**config.mk**
```make
export PLATFORM = sky130hd
export DESIGN_NAME = uart_tx_arbiter_flat
export DESIGN_NICKNAME = d
export VERILOG_FILES = /design/src/rtl/uart_tx_arbiter_if.sv /design/src/rtl/uart_tx_arbiter.sv /design/src/flat_wrapper.sv
export SDC_FILE = /design/constraint.sdc
export NUM_CORES = 1
export LEC_CHECK = 0
export BUFFER_PORTS_ARGS = -buffer_cell sky130_fd_sc_hd__buf_2
export CELL_PAD_IN_SITES_DETAIL_PLACEMENT = 0
export CELL_PAD_IN_SITES_GLOBAL_PLACEMENT = 1
export CORE_MARGIN = 3
export CORE_UTILIZATION = 35
export CTS_CLUSTER_SIZE = 10
export DETAILED_ROUTE_END_ITERATION = 12
export PLACE_DENSITY_LB_ADDON = 0.1
export SYNTH_ARGS = -nofsm -noshare
export SYNTH_HDL_FRONTEND = slang
export SYNTH_SLANG_ARGS = --single-unit
```
**constraint.sdc**
```tcl
create_clock -name i_uart_clk -period 4.08 [get_ports i_uart_clk]
set_input_delay 0.408 -clock i_uart_clk [delete_from_list [all_inputs] [get_ports i_uart_clk]]
set_output_delay 0.408 -clock i_uart_clk [all_outputs]
set_load 0.1 [all_outputs]
```
**src/rtl/uart_tx_arbiter_if.sv**
```systemverilog
// uart_tx_arbiter_if: requester byte streams, transmitter start/busy handshake and arbiter status.
// master is the arbiter side; slave is the requester/transmitter side.
interface uart_tx_arbiter_if #(
  parameter int NUM_REQ = 4
);
  logic [NUM_REQ-1:0]   i_req_valid;
  logic [8*NUM_REQ-1:0] i_req_data;
  logic [NUM_REQ-1:0]   i_req_last;
  logic [NUM_REQ-1:0]   o_req_ready;
  logic [7:0]           o_tx_data;
  logic                 o_tx_strobe;
  logic                 i_tx_busy;
  logic [NUM_REQ-1:0]   o_grant;
  logic                 o_active;

  modport master (
    input  i_req_valid, i_req_data, i_req_last, i_tx_busy,
    output o_req_ready, o_tx_data, o_tx_strobe, o_grant, o_active
  );

  modport slave (
    output i_req_valid, i_req_data, i_req_last, i_tx_busy,
    input  o_req_ready, o_tx_data, o_tx_strobe, o_grant, o_active
  );
endinterface

```
**src/rtl/uart_tx_arbiter.sv**
```systemverilog
// uart_tx_arbiter: shares one UART transmitter among NUM_REQ byte streams with round-robin packet grants.
// Define UART_TX_ARB_BURST_LIMIT_EN to also end a grant after MAX_BURST accepted bytes.
module uart_tx_arbiter #(
  parameter int NUM_REQ   = 4,
  parameter int MAX_BURST = 16
) (
  input logic               i_uart_clk,
  input logic               i_reset,
  uart_tx_arbiter_if.master bus
);
  localparam int IdxW = $clog2(NUM_REQ);

  typedef enum logic [1:0] {IDLE, SEND, WAIT_START, WAIT_DONE} state_e;

  if (NUM_REQ < 2 || NUM_REQ > 8 || MAX_BURST < 1) begin : gBadParams
    $error("uart_tx_arbiter: NUM_REQ must be 2..8 and MAX_BURST at least 1");
  end

  state_e              state_q, state_d;
  logic [NUM_REQ-1:0]  grant_q, grant_d;
  logic [IdxW-1:0]     owner_q, owner_d;
  logic [IdxW-1:0]     rrPtr_q, rrPtr_d;
  logic [7:0]          txData_q, txData_d;
  logic                strobe_q, strobe_d;
  logic                last_q, last_d;

  logic                pickFound;
  logic [IdxW-1:0]     pickIdx;
  logic [IdxW-1:0]     cand;
  logic                sendOk;
  logic                handshake;
  logic                ownerValid;
  logic                ownerLast;
  logic [7:0]          ownerData;
  logic                grantEnd;

  // First valid requester at or above rrPtr_q, wrapping around.
  always_comb begin
    pickFound = 1'b0;
    pickIdx   = '0;
    cand      = '0;
    for (int i = 0; i < NUM_REQ; i++) begin
      cand = IdxW'((int'(rrPtr_q) + i) % NUM_REQ);
      if (!pickFound && bus.i_req_valid[cand]) begin
        pickFound = 1'b1;
        pickIdx   = cand;
      end
    end
  end

  always_comb begin
    ownerData = 8'h00;
    for (int k = 0; k < NUM_REQ; k++) begin
      if (grant_q[k]) begin
        ownerData = bus.i_req_data[8*k +: 8];
      end
    end
  end

  assign ownerValid = |(bus.i_req_valid & grant_q);
  assign ownerLast  = |(bus.i_req_last & grant_q);
  assign sendOk     = (state_q == SEND) && !bus.i_tx_busy;
  assign handshake  = sendOk && ownerValid;

`ifdef UART_TX_ARB_BURST_LIMIT_EN
  localparam int BurstW = $clog2(MAX_BURST + 1);

  logic [BurstW-1:0] burst_q, burst_d;

  // Saturating count of bytes accepted under the current grant.
  always_comb begin
    burst_d = burst_q;
    if (state_q == IDLE && pickFound) begin
      burst_d = '0;
    end else if (handshake && burst_q != BurstW'(MAX_BURST)) begin
      burst_d = burst_q + 1'b1;
    end
  end

  always_ff @(posedge i_uart_clk or posedge i_reset) begin
    if (i_reset) begin
      burst_q <= '0;
    end else begin
      burst_q <= burst_d;
    end
  end

  assign grantEnd = last_q || (burst_q == BurstW'(MAX_BURST));
`else
  assign grantEnd = last_q;
`endif

  always_comb begin
    state_d  = state_q;
    grant_d  = grant_q;
    owner_d  = owner_q;
    rrPtr_d  = rrPtr_q;
    txData_d = txData_q;
    strobe_d = 1'b0;
    last_d   = last_q;
    unique case (state_q)
      IDLE: begin
        if (pickFound) begin
          grant_d          = '0;
          grant_d[pickIdx] = 1'b1;
          owner_d          = pickIdx;
          state_d          = SEND;
        end
      end
      SEND: begin
        if (handshake) begin
          txData_d = ownerData;
          strobe_d = 1'b1;
          last_d   = ownerLast;
          state_d  = WAIT_START;
        end
      end
      WAIT_START: begin
        if (bus.i_tx_busy) begin
          state_d = WAIT_DONE;
        end
      end
      WAIT_DONE: begin
        if (!bus.i_tx_busy) begin
          if (grantEnd) begin
            grant_d = '0;
            rrPtr_d = (owner_q == IdxW'(NUM_REQ - 1)) ? '0 : owner_q + 1'b1;
            state_d = IDLE;
          end else begin
            state_d = SEND;
          end
        end
      end
    endcase
  end

  always_ff @(posedge i_uart_clk or posedge i_reset) begin
    if (i_reset) begin
      state_q  <= IDLE;
      grant_q  <= '0;
      owner_q  <= '0;
      rrPtr_q  <= '0;
      txData_q <= 8'h00;
      strobe_q <= 1'b0;
      last_q   <= 1'b0;
    end else begin
      state_q  <= state_d;
      grant_q  <= grant_d;
      owner_q  <= owner_d;
      rrPtr_q  <= rrPtr_d;
      txData_q <= txData_d;
      strobe_q <= strobe_d;
      last_q   <= last_d;
    end
  end

  assign bus.o_req_ready = sendOk ? grant_q : '0;
  assign bus.o_tx_data   = txData_q;
  assign bus.o_tx_strobe = strobe_q;
  assign bus.o_grant     = grant_q;
  assign bus.o_active    = (state_q != IDLE);
endmodule

```
**src/flat_wrapper.sv**
```systemverilog
// flat-port wrapper written by rule: the top's interface ports become plain ports
module uart_tx_arbiter_flat 
#(
  parameter int NUM_REQ   = 4,
  parameter int MAX_BURST = 16
)
  (i_uart_clk, i_reset, bus_i_req_valid, bus_i_req_data, bus_i_req_last, bus_i_tx_busy, bus_o_req_ready, bus_o_tx_data, bus_o_tx_strobe, bus_o_grant, bus_o_active);
  uart_tx_arbiter_if #(.NUM_REQ(NUM_REQ)) bus_i ();
  input logic i_uart_clk;
  input logic i_reset;
  input wire logic [$bits(bus_i.i_req_valid)-1:0] bus_i_req_valid;
  input wire logic [$bits(bus_i.i_req_data)-1:0] bus_i_req_data;
  input wire logic [$bits(bus_i.i_req_last)-1:0] bus_i_req_last;
  input wire logic [$bits(bus_i.i_tx_busy)-1:0] bus_i_tx_busy;
  output wire logic [$bits(bus_i.o_req_ready)-1:0] bus_o_req_ready;
  output wire logic [$bits(bus_i.o_tx_data)-1:0] bus_o_tx_data;
  output wire logic [$bits(bus_i.o_tx_strobe)-1:0] bus_o_tx_strobe;
  output wire logic [$bits(bus_i.o_grant)-1:0] bus_o_grant;
  output wire logic [$bits(bus_i.o_active)-1:0] bus_o_active;
  assign bus_i.i_req_valid = bus_i_req_valid;
  assign bus_i.i_req_data = bus_i_req_data;
  assign bus_i.i_req_last = bus_i_req_last;
  assign bus_i.i_tx_busy = bus_i_tx_busy;
  assign bus_o_req_ready = bus_i.o_req_ready;
  assign bus_o_tx_data = bus_i.o_tx_data;
  assign bus_o_tx_strobe = bus_i.o_tx_strobe;
  assign bus_o_grant = bus_i.o_grant;
  assign bus_o_active = bus_i.o_active;
  uart_tx_arbiter #(.NUM_REQ(NUM_REQ), .MAX_BURST(MAX_BURST)) u_core (.i_uart_clk(i_uart_clk), .i_reset(i_reset), .bus(bus_i));
endmodule
```
==> tab_implementation.tex, run 1 <==
\begin{tabular}{lr}
\hline
Metric & Value \\
\hline
\multicolumn{2}{l}{\textbf{Yosys}} \\
\quad Mapped Area & 0.00129 mm2 \\
\quad Ys async rst share & 1.00 \\
\quad Share of the yosys chip area belonging to registers & 0.389 \\
\quad Mean instance size in the synthesized netlist & 8.20 um2 \\
\quad Gate count of the mapped netlist & 157 \\
\quad Count of yosys warnings during synthesis & 0 \\
\quad Synth Register Bits & 20 \\
\quad Most instantiated flip-flop cell in the synthesis netlist & dfrtp\_1 \\
\quad Distinct cell type count of the synthesized netlist & 31 \\
\quad Number of synthesized flops with an enable pin & 0 \\
\quad Number of nets in the synthesized netlist & 205 \\
\multicolumn{2}{l}{\textbf{GRT}} \\
\quad Overall track demand over capacity in global routing & 0.169 \\
\quad Aggregate global routing overflow & 0 \\
\quad Pin count of the biggest net entering global routing & 22 \\
\quad Number of antenna violations at the first check in global routing & 0 \\
\quad Via count of the first global-routing pass & 1149 \\
\quad Wire length of the first global-routing pass & 5780 um \\
\multicolumn{2}{l}{\textbf{Setup path}} \\
\quad Arrival time at the worst endpoint & 1.73 ns \\
\quad Maximum fanout along the worst path & 5 \\
\quad Endpoint required time on the critical path & 3.67 ns \\
\quad Worst stage delay on the critical path & 0.42 ns \\
\quad Startpoint Class & flop \\
\quad Cells along the critical path & inv\_1, ha\_1, nor2b\_1, and2\_1, buf\_2 \\
\quad Critical path buffer and inverter count & 2 \\
\quad Critical path's slowest cell & buf\_2 \\
\quad Element type at the critical path end & output pin \\
\quad Worst setup path category & flop to output pin \\
\quad Largest delay contributor family on the critical path & buffers and inverters \\
\multicolumn{2}{l}{\textbf{Final layout}} \\
\quad Final-layout fill cell count & 357 \\
\quad Share of layout cells above drive strength 1 & 0.315 \\
\quad Most common cell after layout, fill and taps aside & buf\_2 \\
\quad Util after Layout & 0.483 \\
\quad Commonest cells after routing, fill and taps aside & 60 x buf\_2, 28 x a21oi\_1, 20 x dfrtp\_1 \\
\quad Register Area & 500 um2 \\
\quad Final-stage net count & 262 \\
\quad Multi-input gate area in the final layout & 693 um2 \\
\quad P\&R area growth vs syn & 29.2\% \\
\quad Number of antenna cells inserted & 0 \\
\multicolumn{2}{l}{\textbf{Run status}} \\
\quad Outcome & complete, no violations \\
\multicolumn{2}{l}{\textbf{Detailed routing}} \\
\quad Residual antenna-violating net count after detailed routing & 0 \\
\quad DRC Markers & 0 \\
\quad Router iterations before antenna repair & 4 \\
\quad Number of vias per cell after detailed routing & 5.06 \\
\quad Routed wire length per instance & 14.0 um \\
\quad Total via count after detailed routing & 1311 \\
\quad Number of DRC violations after detailed-routing iteration 0 & 86 \\
\quad Aggregate routed wire length & 3620 um \\
\multicolumn{2}{l}{\textbf{Clock tree}} \\
\quad Count of hold-fix buffers inserted at cts & 0 \\
\quad Clk Latency, worst-skew pair & 0.25 ns \\
\quad Sinks on Clock Net & 20 \\
\quad Clock H-tree levels & 1 \\
\quad Resized cells post-CTS & 0 \\
\quad Cts bufs inserted & 3 \\
\quad Setup bufs post-CTS & 0 \\
\quad Clock root buffer & clkbuf\_8 \\
\quad Reg clk slew, reported paths & 0.08 ns \\
\quad Maximum buffer depth of the clock tree & 2 \\
\quad CTS tree & yes \\
\multicolumn{2}{l}{\textbf{Placement}} \\
\quad Quantity of I/O buffers inserted on ports & 60 \\
\quad Final HPWL from detailed placement & 2790 um \\
\quad Routability congestion estimate from global placement & 0.815 \\
\multicolumn{2}{l}{\textbf{STA}} \\
\quad Setup-violating endpoint count in the final report & 0 \\
\quad Total Neg Setup Slack & 0 ns \\
\quad Unrepaired setup endpoints after global routing & false \\
\quad Post-route clock skew & 0.00868 ns \\
\quad Transition time of the tightest slew-check pin & 0.761 ns \\
\quad Min Hold Slack & 0.263 ns \\
\quad Max Freq & 0.468 GHz \\
\quad Max-slew violation count & 0 \\
\quad Final Cycle Share & 0.524 \\
\quad Final hold viol count & 0 \\
\quad Post-layout min period & 2.14 ns \\
\quad Slew headroom & 0.489 \\
\multicolumn{2}{l}{\textbf{Floorplan}} \\
\quad Area of the placeable core & 0.00344 mm2 \\
\quad Effective utilization at floorplan & 0.374 \\
\quad DIE AREA & 0.00444 mm2 \\
\quad Top-level port count & 61 \\
\quad Height of the die & 66.7 um \\
\quad Cell row count & 21 \\
\quad Die span in x & 66.7 um \\
\multicolumn{2}{l}{\textbf{Power}} \\
\quad Power per cell area & 887 mW/mm2 \\
\quad Maximum resistive drop on vdd & 0.572 mV \\
\quad Static leakage power & 0.000825 uW \\
\quad Total power after layout & 1480 uW \\
\multicolumn{2}{l}{\textbf{Run}} \\
\quad Max-cap check violation count & 0 \\
\multicolumn{2}{l}{\textbf{Hold path}} \\
\quad Worst Hold Class & input port to asynchronous set/reset pin \\
\hline
\end{tabular}
area by class of cell:
cell class / count / area share
Sequential cell: 20 / 0.301
Inverter: 15 / 0.0339
Multi-Input combinational cell: 114 / 0.417
Tap cell: 46 / 0.0346
Timing Repair Buffer: 60 / 0.181
Clock buffer: 4 / 0.0331
stage by stage:
stage               setup WS, ns  instance area, um2  instances
floorplan                   1.37                1290        157
global placement            2.09                1610        255
detailed placement          2.04                1610        255
CTS                         1.93                1660        259
global route                1.70                1660        259
finish                      1.94                1660        259
per-layer routing:
| layer | up-vias | track usage | wire (um) |
|---|---|---|---|
| li1 | 669 | - | - |
| met4 | 0 | 0.0228 | 11 |
| met3 | 2 | 0.0320 | 361 |
| met2 | 49 | 0.225 | 1480 |
| met1 | 591 | 0.280 | 1780 |
| met5 | - | 0 | 0 |
path summary, 6_finish.rpt:
path	start	end	slack [ns]	cells past startpoint
min reg2reg	u_core.owner_q[0]	u_core.rrPtr_q[0]	0.50	1
max	u_core.state_q[1]	bus_o_req_ready[3]	1.94	5
max in group asynchronous	i_reset	u_core.bus.o_tx_data[5]	3.35	2
min in group i_uart_clk	bus_i_req_data[29]	u_core.bus.o_tx_data[5]	0.50	3
max reg2reg	u_core.bus.o_grant[2]	u_core.grantEnd	1.99	3
min	i_reset	u_core.state_q[1]	0.26	2
sequential cells by signal, summed over array words and instances, names as in the netlist:
register / count
u_core.bus.o_grant: 4
u_core.bus.o_tx_data: 8
u_core.bus.o_tx_strobe: 1
u_core.grantEnd: 1
u_core.owner_q: 2
u_core.rrPtr_q: 2
u_core.state_q: 2
synth_stat cells, types with 2 or more instances:
cell       n  area, um2
nand2_1   17       63.8
ha_1       5       62.6
nand2b_1   4       25.0
clkbuf_1   3       11.3
mux2_1     2       22.5
a21oi_1   28        140
o21ai_0   11       55.1
buf_2      3       15.0
and2_1     4       25.0
dfrtp_1   20        500
o31ai_1    6       45.0
a22oi_1   12       90.1
o22ai_1    2       12.5
inv_1     15       56.3
nor2_1     9       33.8
cell families after synthesis:
group | after synthesis | share of synthesized area
muxes | 4 | 0.0340
adders and majority gates | 5 | 0.0486
buffers and inverters | 23 | 0.0729
AOI/OAI and AO/OA | 66 | 0.312
and+or+nand+nor | 39 | 0.144
DFF | 20 | 0.389
power by group:
group	switching [uW]	internal, uW	total [uW]
clock	61.0	85.7	147
combinational	704	224	928
sequential	114	287	401
total	879	597	1480
Power figures use the tool's default switching activity.
==> inputs of run 2 (changes only) <==
CORE_UTILIZATION = 32   (was 35)
clock period = 2.07 ns   (was 4.08 ns; I/O delays follow)
==> tab_implementation.tex, run 2 (synthesis results as in run 1) <==
\begin{tabular}{lr}
\hline
Metric & Value \\
\hline
\multicolumn{2}{l}{\textbf{Run status}} \\
\quad Outcome & complete, no violations \\
\multicolumn{2}{l}{\textbf{Clock tree}} \\
\quad Sinks on Clock Net & 20 \\
\quad Clk Latency, worst-skew pair & 0.26 ns \\
\quad Cts bufs inserted & 3 \\
\quad Clock H-tree levels & 1 \\
\quad CTS tree & yes \\
\quad Setup bufs post-CTS & 0 \\
\quad Clock root buffer & clkbuf\_8 \\
\quad Maximum buffer depth of the clock tree & 2 \\
\quad Reg clk slew, reported paths & 0.08 ns \\
\multicolumn{2}{l}{\textbf{Final layout}} \\
\quad Final-stage net count & 266 \\
\quad Commonest cells after routing, fill and taps aside & 56 x buf\_2, 28 x a21oi\_1, 18 x dfrtp\_1 \\
\quad Multi-input gate area in the final layout & 701 um2 \\
\quad Share of layout cells above drive strength 1 & 0.359 \\
\quad Most common cell after layout, fill and taps aside & buf\_2 \\
\quad P\&R area growth vs syn & 33.2\% \\
\quad Post-route cell area & 0.00172 mm2 \\
\quad Number of antenna cells inserted & 0 \\
\quad Post-route non-filler standard cell count & 265 \\
\quad Flip-flop count of the largest register after layout & 8 \\
\quad Register Area & 503 um2 \\
\quad Final-layout fill cell count & 376 \\
\multicolumn{2}{l}{\textbf{STA}} \\
\quad Post-layout min period & 1.90 ns \\
\quad Total Neg Setup Slack & 0 ns \\
\quad Transition time of the tightest slew-check pin & 0.755 ns \\
\quad Final hold viol count & 0 \\
\quad Final Cycle Share & 0.916 \\
\quad Max Freq & 0.527 GHz \\
\quad Setup-violating endpoint count in the final report & 0 \\
\quad Post-route clock skew & 0.00786 ns \\
\quad Slew headroom & 0.496 \\
\quad Unrepaired setup endpoints after global routing & false \\
\quad Max-slew violation count & 0 \\
\multicolumn{2}{l}{\textbf{Detailed routing}} \\
\quad Total via count after detailed routing & 1357 \\
\quad Number of vias per cell after detailed routing & 5.12 \\
\quad Number of DRC violations after detailed-routing iteration 0 & 94 \\
\quad Router iterations before antenna repair & 5 \\
\quad DRC Markers & 0 \\
\quad Residual antenna-violating net count after detailed routing & 0 \\
\quad Routed wire length per instance & 14.2 um \\
\quad Aggregate routed wire length & 3780 um \\
\multicolumn{2}{l}{\textbf{Setup path}} \\
\quad Arrival time at the worst endpoint & 1.69 ns \\
\quad Maximum fanout along the worst path & 5 \\
\quad Startpoint Class & flop \\
\quad Worst setup path category & flop to output pin \\
\quad Worst reg2reg startpoint & u\_core.state\_q[1] \\
\quad Endpoint required time on the critical path & 1.86 ns \\
\quad Terminus of the critical flop-to-flop path & u\_core.bus.o\_tx\_data[1] \\
\quad Reg-to-reg slack, setup & 0.43 ns \\
\quad Element type at the critical path end & output pin \\
\quad Worst Reg-to-Reg Cells & 7 \\
\multicolumn{2}{l}{\textbf{GRT}} \\
\quad Aggregate global routing overflow & 0 \\
\quad Number of antenna violations at the first check in global routing & 0 \\
\quad Global-route track usage on met2 & 0.213 \\
\quad Overall track demand over capacity in global routing & 0.150 \\
\quad Global Route met3 Usage & 0.0464 \\
\quad Pin count of the biggest net entering global routing & 22 \\
\quad Via count of the first global-routing pass & 1253 \\
\quad GR peak layer & met1 \\
\quad Wire length of the first global-routing pass & 5950 um \\
\quad GR Util met1 & 0.222 \\
\multicolumn{2}{l}{\textbf{Placement}} \\
\quad Quantity of I/O buffers inserted on ports & 60 \\
\quad Post-DP Area & 0.00165 mm2 \\
\quad Final HPWL from detailed placement & 2940 um \\
\quad Number of cells in the design after placement & 261 \\
\quad Routability congestion estimate from global placement & 0.757 \\
\multicolumn{2}{l}{\textbf{Floorplan}} \\
\quad Effective utilization at floorplan & 0.341 \\
\quad DIE AREA & 0.00482 mm2 \\
\quad Area of the placeable core & 0.00377 mm2 \\
\quad Height of the die & 69.4 um \\
\quad Top-level port count & 61 \\
\quad Die span in x & 69.4 um \\
\quad Cell row count & 22 \\
\multicolumn{2}{l}{\textbf{Hold path}} \\
\quad Worst Hold Class & input port to asynchronous set/reset pin \\
\multicolumn{2}{l}{\textbf{Power}} \\
\quad Power per cell area & 1730 mW/mm2 \\
\quad Static leakage power & 0.000844 uW \\
\quad Maximum resistive drop on vdd & 1.34 mV \\
\multicolumn{2}{l}{\textbf{Run}} \\
\quad Max-cap check violation count & 0 \\
\hline
\end{tabular}
[run 2: cell count changes in the layout (fill, tap and decap cells not counted), sizes merged]
cell    change
clkbuf      +4
[run 2: layout make-up]
type | instances | area share
multi-input combinational | 114 | 0.408
clock buffer | 4 | 0.0321
tap | 48 | 0.0350
inverter | 15 | 0.0328
timing repair buffer | 64 | 0.198
sequential | 20 | 0.293
[run 2: per-stage QoR]
stage          worst slack, ns  total power, uW  hold WS (ns)  utilization
6_report                 0.173             2970        0.0668        0.455
2_1_floorplan           -0.170             2270         0.171            -
3_3_place_gp             0.409             2630         0.384        0.437
4_1_cts                0.00335             2980        0.0966        0.452
5_1_grt                 0.0942             3150         0.137        0.455
3_5_place_dp             0.306             2670         0.383        0.437
[run 2: how the worst max path moves through the flow]
stage	endpoint	slack, ns	cells after the start	startpoint
3_3_place_gp	bus_o_req_ready[2]	0.41	5	u_core.state_q[1]
5_1_grt	bus_o_req_ready[0]	0.09	5	u_core.state_q[1]
6_report	bus_o_req_ready[2]	0.17	5	u_core.state_q[1]
4_1_cts	bus_o_req_ready[2]	0.003	5	u_core.state_q[1]
3_5_place_dp	bus_o_req_ready[2]	0.31	5	u_core.state_q[1]
2_1_floorplan	bus_o_req_ready[2]	-0.17	3	u_core.bus.o_grant[2]
[run 2: layer usage]
layer,wire [um],vias to the layer above
li1,-,677
met1,1740,615
met2,1620,63
met3,403,2
met4,16,0
met5,0,-
[run 2: where the power goes]
part           internal, uW  switching, uW  leakage [uW]
logic                   473           1470      0.000574
clock network           169            127     0.0000288
registers               570            166      0.000242
total                  1210           1760      0.000844
[run 2: what timing repair did]
| item | 4_1_cts | 5_1_grt |
|---|---|---|
| gates resized for setup | 0 | 5 |
| setup endpoints to repair | 0 | 4 |
| hold buffers | 0 | 0 |
[run 2: worst max-delay path: stages (launching register included)]
cell      delay [ns]
dfrtp_1         0.43
inv_1           0.11
ha_1            0.19
nor2b_2         0.21
and2_2          0.17
clkbuf_4        0.32
==> inputs of run 3 (changes only) <==
RECOVER_POWER = 100   (was unset)
==> tab_implementation.tex, run 3 (synthesis results as in run 1) <==
\begin{tabular}{lr}
\hline
Metric & Value \\
\hline
\multicolumn{2}{l}{\textbf{Run status}} \\
\quad Outcome & complete, no violations \\
\multicolumn{2}{l}{\textbf{Setup path}} \\
\quad Endpoint required time on the critical path & 1.86 ns \\
\quad Worst setup path category & flop to output pin \\
\quad Arrival time at the worst endpoint & 1.69 ns \\
\quad Maximum fanout along the worst path & 5 \\
\quad Worst stage delay on the critical path & 0.43 ns \\
\quad Cells along the critical path & inv\_1, ha\_1, nor2b\_2, and2\_2, clkbuf\_4 \\
\quad Largest delay contributor family on the critical path & flip-flops \\
\quad Critical path's slowest cell & dfrtp\_1 \\
\quad Element type at the critical path end & output pin \\
\quad Startpoint Class & flop \\
\quad Critical path buffer and inverter count & 2 \\
\multicolumn{2}{l}{\textbf{GRT}} \\
\quad Pin count of the biggest net entering global routing & 22 \\
\quad Aggregate global routing overflow & 0 \\
\quad Via count of the first global-routing pass & 1253 \\
\quad Overall track demand over capacity in global routing & 0.150 \\
\quad Wire length of the first global-routing pass & 5950 um \\
\quad Number of antenna violations at the first check in global routing & 0 \\
\multicolumn{2}{l}{\textbf{Final layout}} \\
\quad Commonest cells after routing, fill and taps aside & 42 x buf\_2, 28 x a21oi\_1, 19 x dfrtp\_1 \\
\quad Share of layout cells above drive strength 1 & 0.309 \\
\quad P\&R area growth vs syn & 32.0\% \\
\quad Most common cell after layout, fill and taps aside & buf\_2 \\
\quad Flip-flop count of the largest register after layout & 8 \\
\quad Util after Layout & 0.451 \\
\quad Final-stage net count & 266 \\
\quad Final-layout fill cell count & 380 \\
\quad Number of antenna cells inserted & 0 \\
\multicolumn{2}{l}{\textbf{Floorplan}} \\
\quad Cell row count & 22 \\
\quad Area of the placeable core & 0.00377 mm2 \\
\quad Die span in x & 69.4 um \\
\quad Effective utilization at floorplan & 0.341 \\
\quad DIE AREA & 0.00482 mm2 \\
\quad Height of the die & 69.4 um \\
\quad Top-level port count & 61 \\
\multicolumn{2}{l}{\textbf{STA}} \\
\quad Max Freq & 0.528 GHz \\
\quad Max-slew violation count & 0 \\
\quad Final Cycle Share & 0.916 \\
\quad Post-layout min period & 1.90 ns \\
\quad Slew headroom & 0.205 \\
\quad Post-route clock skew & 0.00616 ns \\
\quad Transition time of the tightest slew-check pin & 1.20 ns \\
\quad Setup-violating endpoint count in the final report & 0 \\
\quad Final hold viol count & 0 \\
\quad Unrepaired setup endpoints after global routing & false \\
\multicolumn{2}{l}{\textbf{Detailed routing}} \\
\quad DRC Markers & 0 \\
\quad Number of DRC violations after detailed-routing iteration 0 & 98 \\
\quad Aggregate routed wire length & 3750 um \\
\quad Total via count after detailed routing & 1358 \\
\quad Router iterations before antenna repair & 4 \\
\quad Routed wire length per instance & 14.2 um \\
\quad Number of vias per cell after detailed routing & 5.12 \\
\quad Residual antenna-violating net count after detailed routing & 0 \\
\multicolumn{2}{l}{\textbf{Placement}} \\
\quad Quantity of I/O buffers inserted on ports & 60 \\
\quad Final HPWL from detailed placement & 2940 um \\
\quad Routability congestion estimate from global placement & 0.757 \\
\multicolumn{2}{l}{\textbf{Power}} \\
\quad Static leakage power & 0.000814 uW \\
\quad Total power after layout & 2940 uW \\
\quad Power per cell area & 1730 mW/mm2 \\
\quad Maximum resistive drop on vdd & 1.31 mV \\
\multicolumn{2}{l}{\textbf{Clock tree}} \\
\quad Reg clk slew, reported paths & 0.08 ns \\
\quad Clk Latency, worst-skew pair & 0.26 ns \\
\quad Cts bufs inserted & 3 \\
\quad Sinks on Clock Net & 20 \\
\quad Clock H-tree levels & 1 \\
\quad Clock root buffer & clkbuf\_8 \\
\quad Count of hold-fix buffers inserted at cts & 0 \\
\quad Maximum buffer depth of the clock tree & 2 \\
\quad CTS tree & yes \\
\multicolumn{2}{l}{\textbf{Hold path}} \\
\quad Worst Hold Class & input port to asynchronous set/reset pin \\
\multicolumn{2}{l}{\textbf{Run}} \\
\quad Max-cap check violation count & 0 \\
\hline
\end{tabular}
[run 3: cell types whose count changed in the layout (fill, tap and decap cells not counted)]
cell,delta
buf_4,-1
clkbuf_2,+5
dfrtp_2,-1
clkbuf_1,+10
buf_2,-14
dfrtp_1,+1
[run 3: timing repair]
item | in CTS | in global routing
setup endpoints to repair | 0 | 4
setup buffers | 0 | 0
resized for setup | 0 | 5
[run 3: per-layer routing]
| layer | GRT usage | share of wire | up-vias |
|---|---|---|---|
| met4 | 0.0347 | 0.0043 | 0 |
| met1 | 0.222 | 0.45 | 616 |
| met2 | 0.213 | 0.44 | 64 |
| met3 | 0.0464 | 0.11 | 2 |
| met5 | 0 | 0 | - |
| li1 | - | - | 676 |
[run 3: stage by stage]
stage / hold slack, ns / instance area [um2] / TNS [ns] / cells / setup slack (ns)
2_1_floorplan: 0.171 / 1290 / -0.170 / 157 / -0.170
4_1_cts: 0.0966 / 1700 / 0 / 265 / 0.00335
3_3_place_gp: 0.384 / 1650 / 0 / 261 / 0.409
3_5_place_dp: 0.383 / 1650 / 0 / 261 / 0.306
5_1_grt: 0.137 / 1700 / 0 / 265 / 0.0539
6_report: 0.0738 / 1700 / 0 / 265 / 0.175
[run 3: area by class of cell]
| class | instances | area, um2 | share of cell area |
|---|---|---|---|
| well taps | 48 | 60.1 | 0.0353 |
| clock buffers | 4 | 55.1 | 0.0324 |
| repair buffers | 64 | 325 | 0.191 |
| flip-flops and latches | 20 | 502 | 0.295 |
| inverters | 15 | 56.3 | 0.0331 |
| multi-input cells | 114 | 701 | 0.412 |
[run 3: final timing paths]
check | slack, ns | end | cells past startpoint | startpoint
worst max-delay path | 0.17 | bus_o_req_ready[2] | 5 | u_core.state_q[1]
worst min-delay path | 0.07 | u_core.bus.o_tx_strobe | 2 | i_reset
worst max register to register | 0.29 | u_core.bus.o_tx_data[1] | 5 | u_core.bus.o_grant[1]
worst min register to register | 0.48 | u_core.rrPtr_q[0] | 1 | u_core.owner_q[0]
max in group asynchronous | 1.47 | u_core.bus.o_grant[3] | 2 | i_reset
min in group i_uart_clk | 0.29 | u_core.bus.o_tx_data[4] | 3 | bus_i_req_data[28]
[run 3: report_power, final]
part | internal (uW) | switching, uW
Sequential | 568 | 167
Combinational | 444 | 1470
Clock | 169 | 125
Total | 1180 | 1760
[run 3: worst reg2reg max path: stages, from the launching register on]
cell and delay [ns]:
dfrtp_1 0.73, a22oi_1 0.22, a21boi_2 0.20, clkbuf_2 0.33
nor2_1 0.08, a21oi_1 0.13
